$ cat config.mk
export PLATFORM = sky130hd
export DESIGN_NAME = mem_port_arbiter
export DESIGN_NICKNAME = d
export VERILOG_FILES = /design/src/rtl/mem_arb_pkg.sv /design/src/rtl/mem_arb_prio.sv /design/src/rtl/mem_port_arbiter.sv
export SDC_FILE = /design/constraint.sdc
export NUM_CORES = 1
export LEC_CHECK = 0
export BUFFER_PORTS_ARGS = -buffer_cell sky130_fd_sc_hd__clkbuf_2
export CAP_MARGIN = 0
export CORE_ASPECT_RATIO = 1.1
export CORE_MARGIN = 2
export CORE_UTILIZATION = 41
export DETAILED_ROUTE_END_ITERATION = 10
export PLACE_DENSITY = 0.76
export SLEW_MARGIN = 20
export SYNTH_ARGS = -nofsm -noshare
export SYNTH_HDL_FRONTEND = slang
export SYNTH_HIERARCHICAL = 1
export SYNTH_SLANG_ARGS = --single-unit
$ cat constraint.sdc
create_clock -name clk -period 1.85 [get_ports clk]
set_input_delay 0.185 -clock clk [delete_from_list [all_inputs] [get_ports clk]]
set_output_delay 0.185 -clock clk [all_outputs]
set_load 0.05 [all_outputs]
$ cat src/rtl/mem_arb_pkg.sv
// Shared definitions for the I/D memory port arbiter: FSM encodings, owner IDs
// and parameter range checks.
package mem_arb_pkg;

    localparam logic [1:0] ST_IDLE  = 2'd0;
    localparam logic [1:0] ST_ISSUE = 2'd1;
    localparam logic [1:0] ST_WAIT  = 2'd2;
    localparam logic [1:0] ST_RESP  = 2'd3;

    localparam logic OWNER_I = 1'b0;
    localparam logic OWNER_D = 1'b1;

    function automatic bit latency_ok(input int unsigned v);
        return (v >= 1) && (v <= 15);
    endfunction

    function automatic bit starve_limit_ok(input int unsigned v);
        return (v >= 1) && (v <= 15);
    endfunction

endpackage

$ cat src/rtl/mem_arb_prio.sv
// Winner select between fetch (I) and load/store (D); D has priority unless
// I has been passed over STARVE_LIMIT times in a row.
module mem_arb_prio
    import mem_arb_pkg::*;
#(
    parameter int unsigned STARVE_LIMIT = 4
) (
    input  logic clk,
    input  logic rst,
    input  logic arb_en,
    input  logic i_req,
    input  logic d_req,
    output logic win_i,
    output logic win_d
);

    localparam logic [3:0] LIMIT = 4'(STARVE_LIMIT);

    logic [3:0] starve_cnt_q, starve_cnt_d;

    always_comb begin
        win_i = 1'b0;
        win_d = 1'b0;
        if (arb_en) begin
            if (d_req && !(i_req && (starve_cnt_q == LIMIT))) begin
                win_d = 1'b1;
            end else if (i_req) begin
                win_i = 1'b1;
            end
        end

        starve_cnt_d = starve_cnt_q;
        if (!i_req || win_i) begin
            starve_cnt_d = '0;
        end else if (win_d && (starve_cnt_q != LIMIT)) begin
            starve_cnt_d = starve_cnt_q + 4'd1;
        end
    end

    always_ff @(posedge clk) begin
        if (rst) begin
            starve_cnt_q <= '0;
        end else begin
            starve_cnt_q <= starve_cnt_d;
        end
    end

endmodule

$ cat src/rtl/mem_port_arbiter.sv
// Serialises CPU fetch and load/store traffic onto one single-ported memory,
// one access outstanding, with registered grant/response pulses.
module mem_port_arbiter
    import mem_arb_pkg::*;
#(
    parameter int unsigned AW           = 32,
    parameter int unsigned DW           = 32,
    parameter int unsigned MEM_LATENCY  = 2,
    parameter int unsigned STARVE_LIMIT = 4
) (
    input  logic            clk,
    input  logic            rst,
    input  logic            i_req,
    input  logic [AW-1:0]   i_addr,
    output logic            i_gnt,
    output logic            i_rvalid,
    output logic [DW-1:0]   i_rdata,
    input  logic            d_req,
    input  logic            d_we,
    input  logic [AW-1:0]   d_addr,
    input  logic [DW-1:0]   d_wdata,
    input  logic [DW/8-1:0] d_wstrb,
    output logic            d_gnt,
    output logic            d_rvalid,
    output logic [DW-1:0]   d_rdata,
    output logic            mem_req,
    output logic            mem_we,
    output logic [AW-1:0]   mem_addr,
    output logic [DW-1:0]   mem_wdata,
    output logic [DW/8-1:0] mem_wstrb,
    input  logic [DW-1:0]   mem_rdata
);

    if (!latency_ok(MEM_LATENCY)) begin : g_bad_latency
        $error("mem_port_arbiter: MEM_LATENCY must be 1..15");
    end
    if (!starve_limit_ok(STARVE_LIMIT)) begin : g_bad_starve
        $error("mem_port_arbiter: STARVE_LIMIT must be 1..15");
    end

    localparam logic [3:0] LAT_INIT = 4'(MEM_LATENCY - 1);

    logic [1:0]      state_q, state_d;
    logic [3:0]      lat_cnt_q, lat_cnt_d;
    logic            owner_q, owner_d;
    logic            cmd_we_q, cmd_we_d;
    logic            mem_req_q, mem_req_d;
    logic            mem_we_q, mem_we_d;
    logic [AW-1:0]   mem_addr_q, mem_addr_d;
    logic [DW-1:0]   mem_wdata_q, mem_wdata_d;
    logic [DW/8-1:0] mem_wstrb_q, mem_wstrb_d;
    logic            i_gnt_q, i_gnt_d, d_gnt_q, d_gnt_d;
    logic            i_rvalid_q, i_rvalid_d, d_rvalid_q, d_rvalid_d;
    logic [DW-1:0]   i_rdata_q, i_rdata_d, d_rdata_q, d_rdata_d;
    logic            arb_en, win_i, win_d;

    assign arb_en = (state_q == ST_IDLE) || (state_q == ST_RESP);

    mem_arb_prio #(.STARVE_LIMIT(STARVE_LIMIT)) u_prio (
        .clk    (clk),
        .rst    (rst),
        .arb_en (arb_en),
        .i_req  (i_req),
        .d_req  (d_req),
        .win_i  (win_i),
        .win_d  (win_d)
    );

    always_comb begin
        state_d     = state_q;
        lat_cnt_d   = lat_cnt_q;
        owner_d     = owner_q;
        cmd_we_d    = cmd_we_q;
        mem_req_d   = 1'b0;
        mem_we_d    = 1'b0;
        mem_addr_d  = '0;
        mem_wdata_d = '0;
        mem_wstrb_d = '0;
        i_gnt_d     = 1'b0;
        d_gnt_d     = 1'b0;
        i_rvalid_d  = 1'b0;
        d_rvalid_d  = 1'b0;
        i_rdata_d   = i_rdata_q;
        d_rdata_d   = d_rdata_q;

        case (state_q)
            ST_IDLE, ST_RESP: begin
                state_d = ST_IDLE;
                // The winner's command is loaded straight into the memory-side
                // registers so it appears on mem_* during the ISSUE cycle.
                if (win_d) begin
                    state_d     = ST_ISSUE;
                    owner_d     = OWNER_D;
                    cmd_we_d    = d_we;
                    mem_req_d   = 1'b1;
                    mem_we_d    = d_we;
                    mem_addr_d  = d_addr;
                    mem_wdata_d = d_we ? d_wdata : '0;
                    mem_wstrb_d = d_we ? d_wstrb : '0;
                    d_gnt_d     = 1'b1;
                end else if (win_i) begin
                    state_d    = ST_ISSUE;
                    owner_d    = OWNER_I;
                    cmd_we_d   = 1'b0;
                    mem_req_d  = 1'b1;
                    mem_addr_d = i_addr;
                    i_gnt_d    = 1'b1;
                end
            end
            ST_ISSUE: begin
                lat_cnt_d = LAT_INIT;
                state_d   = ST_WAIT;
            end
            ST_WAIT: begin
                if (lat_cnt_q == '0) begin
                    state_d = ST_RESP;
                    if (owner_q == OWNER_D) begin
                        d_rvalid_d = 1'b1;
                        d_rdata_d  = cmd_we_q ? '0 : mem_rdata;
                    end else begin
                        i_rvalid_d = 1'b1;
                        i_rdata_d  = mem_rdata;
                    end
                end else begin
                    lat_cnt_d = lat_cnt_q - 4'd1;
                end
            end
            default: state_d = ST_IDLE;
        endcase
    end

    always_ff @(posedge clk) begin
        if (rst) begin
            state_q     <= ST_IDLE;
            lat_cnt_q   <= '0;
            owner_q     <= OWNER_I;
            cmd_we_q    <= 1'b0;
            mem_req_q   <= 1'b0;
            mem_we_q    <= 1'b0;
            mem_addr_q  <= '0;
            mem_wdata_q <= '0;
            mem_wstrb_q <= '0;
            i_gnt_q     <= 1'b0;
            d_gnt_q     <= 1'b0;
            i_rvalid_q  <= 1'b0;
            d_rvalid_q  <= 1'b0;
            i_rdata_q   <= '0;
            d_rdata_q   <= '0;
        end else begin
            state_q     <= state_d;
            lat_cnt_q   <= lat_cnt_d;
            owner_q     <= owner_d;
            cmd_we_q    <= cmd_we_d;
            mem_req_q   <= mem_req_d;
            mem_we_q    <= mem_we_d;
            mem_addr_q  <= mem_addr_d;
            mem_wdata_q <= mem_wdata_d;
            mem_wstrb_q <= mem_wstrb_d;
            i_gnt_q     <= i_gnt_d;
            d_gnt_q     <= d_gnt_d;
            i_rvalid_q  <= i_rvalid_d;
            d_rvalid_q  <= d_rvalid_d;
            i_rdata_q   <= i_rdata_d;
            d_rdata_q   <= d_rdata_d;
        end
    end

    assign i_gnt     = i_gnt_q;
    assign i_rvalid  = i_rvalid_q;
    assign i_rdata   = i_rdata_q;
    assign d_gnt     = d_gnt_q;
    assign d_rvalid  = d_rvalid_q;
    assign d_rdata   = d_rdata_q;
    assign mem_req   = mem_req_q;
    assign mem_we    = mem_we_q;
    assign mem_addr  = mem_addr_q;
    assign mem_wdata = mem_wdata_q;
    assign mem_wstrb = mem_wstrb_q;

endmodule

==> reports/summary.txt <==
Placed Area: 6860 µm²
top-count cell post-synth: dfxtp_1
Async S/R FF share, synth: 0%
start of the worst register-to-register path: u_prio/starve_cnt_q[1]$_SDFFE_PP0P_
Post-Layout Cell Count: 1065
Hold Path Class: in -> reg
mean post-synth cell area: 9.94 µm²
Worst setup SP type: flip-flop
Main synth FF type: dfxtp_1
gpl congestion: 0.797
Yosys warnings: 6
pwr dens: 1400 nW/µm²
largest net degree at the start of global routing: 67
top-area cell type share of the netlist area: 56.2%
FMAX: 0.552 GHz
antenna-violating nets left: 0
final worst path period share: 98.0%
H-tree depth: 4
Overall Power: 12.0 mW
hpwl dp: 10.8 mm
first-pass GRT wire length: 28.6 mm
synth cell count leaders: dfxtp_1, a21oi_1, o21ai_0
Crit path max-delay family: buffers and inverters
DR DRC count: 0
Critical Path Sink Type: flip-flop
leakage: 3.90 nW
number of flops mapped to enable cells by yosys: 0
CTS tree: built
Vias/cell: 5.42
arrival time at the worst endpoint: 2.12 ns
die height: 124 µm
min-delay src: mem_rdata[7]
Max IR drop VDD: 0.000807 V
Inst Count DP: 928
Worst Hold Path EP: i_rdata[7]$_SDFFE_PP0P_
PnR worst setup slack: 0.0371 ns
Reg2Reg Setup Slack: 0.04 ns
data required time of the critical path: 2.16 ns
Critical Path Fanout Max: 17
Remaining Overflow, GRT: 0
Final min period: 1.81 ns
synthesized area: 5340 µm²
Nets: 1035
number of synthesized register bits: 150
critical path type: reg -> reg
share of cells above drive strength 1: 38.3%
main area contributors after synthesis: dfxtp_1, a21oi_1, nand4b_1
max-cap viol count: 0
Seq/Total Area, Yosys: 56.2%
drt first-iter violations: 583
Critical path origin: u_prio/starve_cnt_q[1]$_SDFFE_PP0P_
slowest stage delay, CP: 0.36 ns
Pre-antenna DRT Iters: 5
CTS clk-pin slew, worst paths: 0.07 ns
Vias: 5769
drt total wl: 20.3 mm
status: finished, final reports clean
Cell Chain, Critical Path: inv_2, ha_2, and3b_2, a21oi_4, buf_6, nor4b_4, buf_4, buf_12, a22o_1
endpoints failing hold: 0
clk_lat worst skew: 0.43 ns
Worst-Margin Slew: 0.634 ns
core area: 12600 µm²
clk root buf: clkbuf_16
final number of setup-violating endpoints: 0
Mapped Cells: 537
Worst slew margin: 57.7%
clk_skew: 0.0116 ns
Synth Net Count: 678
GRT Overall Usage: 26.3%
final core utilization: 67.6%
max-slew violation count: 0
Synth-to-Final Area Change: 60.2%
FP Rows: 43
initial core utilization: 42.2%
leading area contributor after synthesis: dfxtp_1
Worst Reg2Reg Path Length in Cells: 9
post-synth cell types: 45
initial antenna violation count: 0
worst path bufs/invs: 4
routed wire length per instance: 19.0 µm
Ports: 275
Num CTS Buffers: 17
Reg2Reg Capture Point: mem_addr[11]$_SDFF_PP0_
RSZ-0062 raised after global routing: yes
WHS Path Cells: 3
pre-CTS WS: 0.0542 ns
Die Wd: 113 µm
Sinks on Clock Net: 150
die area: 14000 µm²
vias in the first global route: 5438
Non-Filler Cell Area, Final: 8550 µm²
critical path's slowest cell: dfxtp_2
Clock Tree Buf Depth: 2
input/output buffers: 274
-- kinds of logic (layout without fill, tap and decap cells) --
family	Yosys count	in the layout	synth area share, %
adders and majority gates	4	4	0.937
AOI/OAI and AO/OA	183	183	20.1
other	0	1	0
DFF	150	150	56.2
and+or+nand+nor	138	138	17.2
buffers and inverters	62	432	5.58
-- worst max-delay path by stage --
stage	endpoint	slack [ns]	cells past startpoint
5_1_grt	mem_addr[11]$_SDFF_PP0_	-0.03	9
3_3_place_gp	mem_addr[30]$_SDFF_PP0_	0.09	8
3_5_place_dp	mem_wdata[22]$_SDFF_PP0_	0.05	8
2_1_floorplan	mem_addr[10]$_SDFF_PP0_	-0.007	8
4_1_cts	mem_addr[30]$_SDFF_PP0_	0.009	8
6_report	mem_addr[11]$_SDFF_PP0_	0.04	9
-- sequential cells by signal (all words and copies together) (netlist names), 2 cells and up --
| name | cells |
|---|---|
| state_q | 2 |
| mem_wdata | 32 |
| mem_wstrb | 4 |
| lat_cnt_q | 4 |
| u_prio/starve_cnt_q | 4 |
| mem_addr | 32 |
| i_rdata | 32 |
| d_rdata | 32 |
-- final cells by class --
cell class,instances,area (µm²)
Timing Repair Buffer,393,2670
Antenna cell,1,2.50
Sequential cell,150,3010
Inverter,7,26.3
Clock inverter,15,145
Multi-Input combinational cell,325,2080
Tap cell,157,196
Fill cell,908,4090
Clock buffer,17,425
-- power by group --
part | total [mW] | internal (mW) | switching, mW
combinational | 4.68 | 1.43 | 3.25
clock | 3.37 | 1.89 | 1.48
sequential | 3.90 | 3.69 | 0.212
-- timing repair --
action	in CTS	in global routing
hold endpoints to repair	65	0
hold buffers	97	0
endpoints found under the setup margin	0	71
buffers inserted	0	4
gates resized for setup	0	9
-- metal layers --
metal	track usage (%)	share of wire (%)	vias up
li1	-	-	2689
met1	31.0	38	2676
met2	42.9	48	333
met3	7.20	8.1	71
met4	16.4	5.0	0
met5	0	0	-
-- worst min-delay path, delay by kind of cell --
family / cells / cell delay [ns]
and+or+nand+nor: 1 / 0.07
buffers and inverters: 1 / 0.09
AOI/OAI and AO/OA: 1 / 0.06
-- cell usage in the layout, fill, tap and decap left out, drive strengths merged, types with 2 or more instances in the layout --
master and count:
nand4b 33, a21oi 70, clkinv 6, nand2 6, nand3 37, clkbuf 294, and3 36, a22o 32
nor3b 2, dlygate4sd3 97, a211oi 4, nand2b 2, and2 2, dfxtp 150, nor4 2, buf 19
nor2 5, o21ai 70, ha 4, nor2b 2, nor3 3, inv 14
-- stage by stage --
stage,hold slack [ns],setup TNS (ns)
2_1_floorplan,0.311,-0.150
3_3_place_gp,0.394,0
3_5_place_dp,0.397,0
4_1_cts,0.000438,0
5_1_grt,0.0243,-0.341
6_report,0.0246,0
No activity file was read; power rests on OpenSTA's default activity.
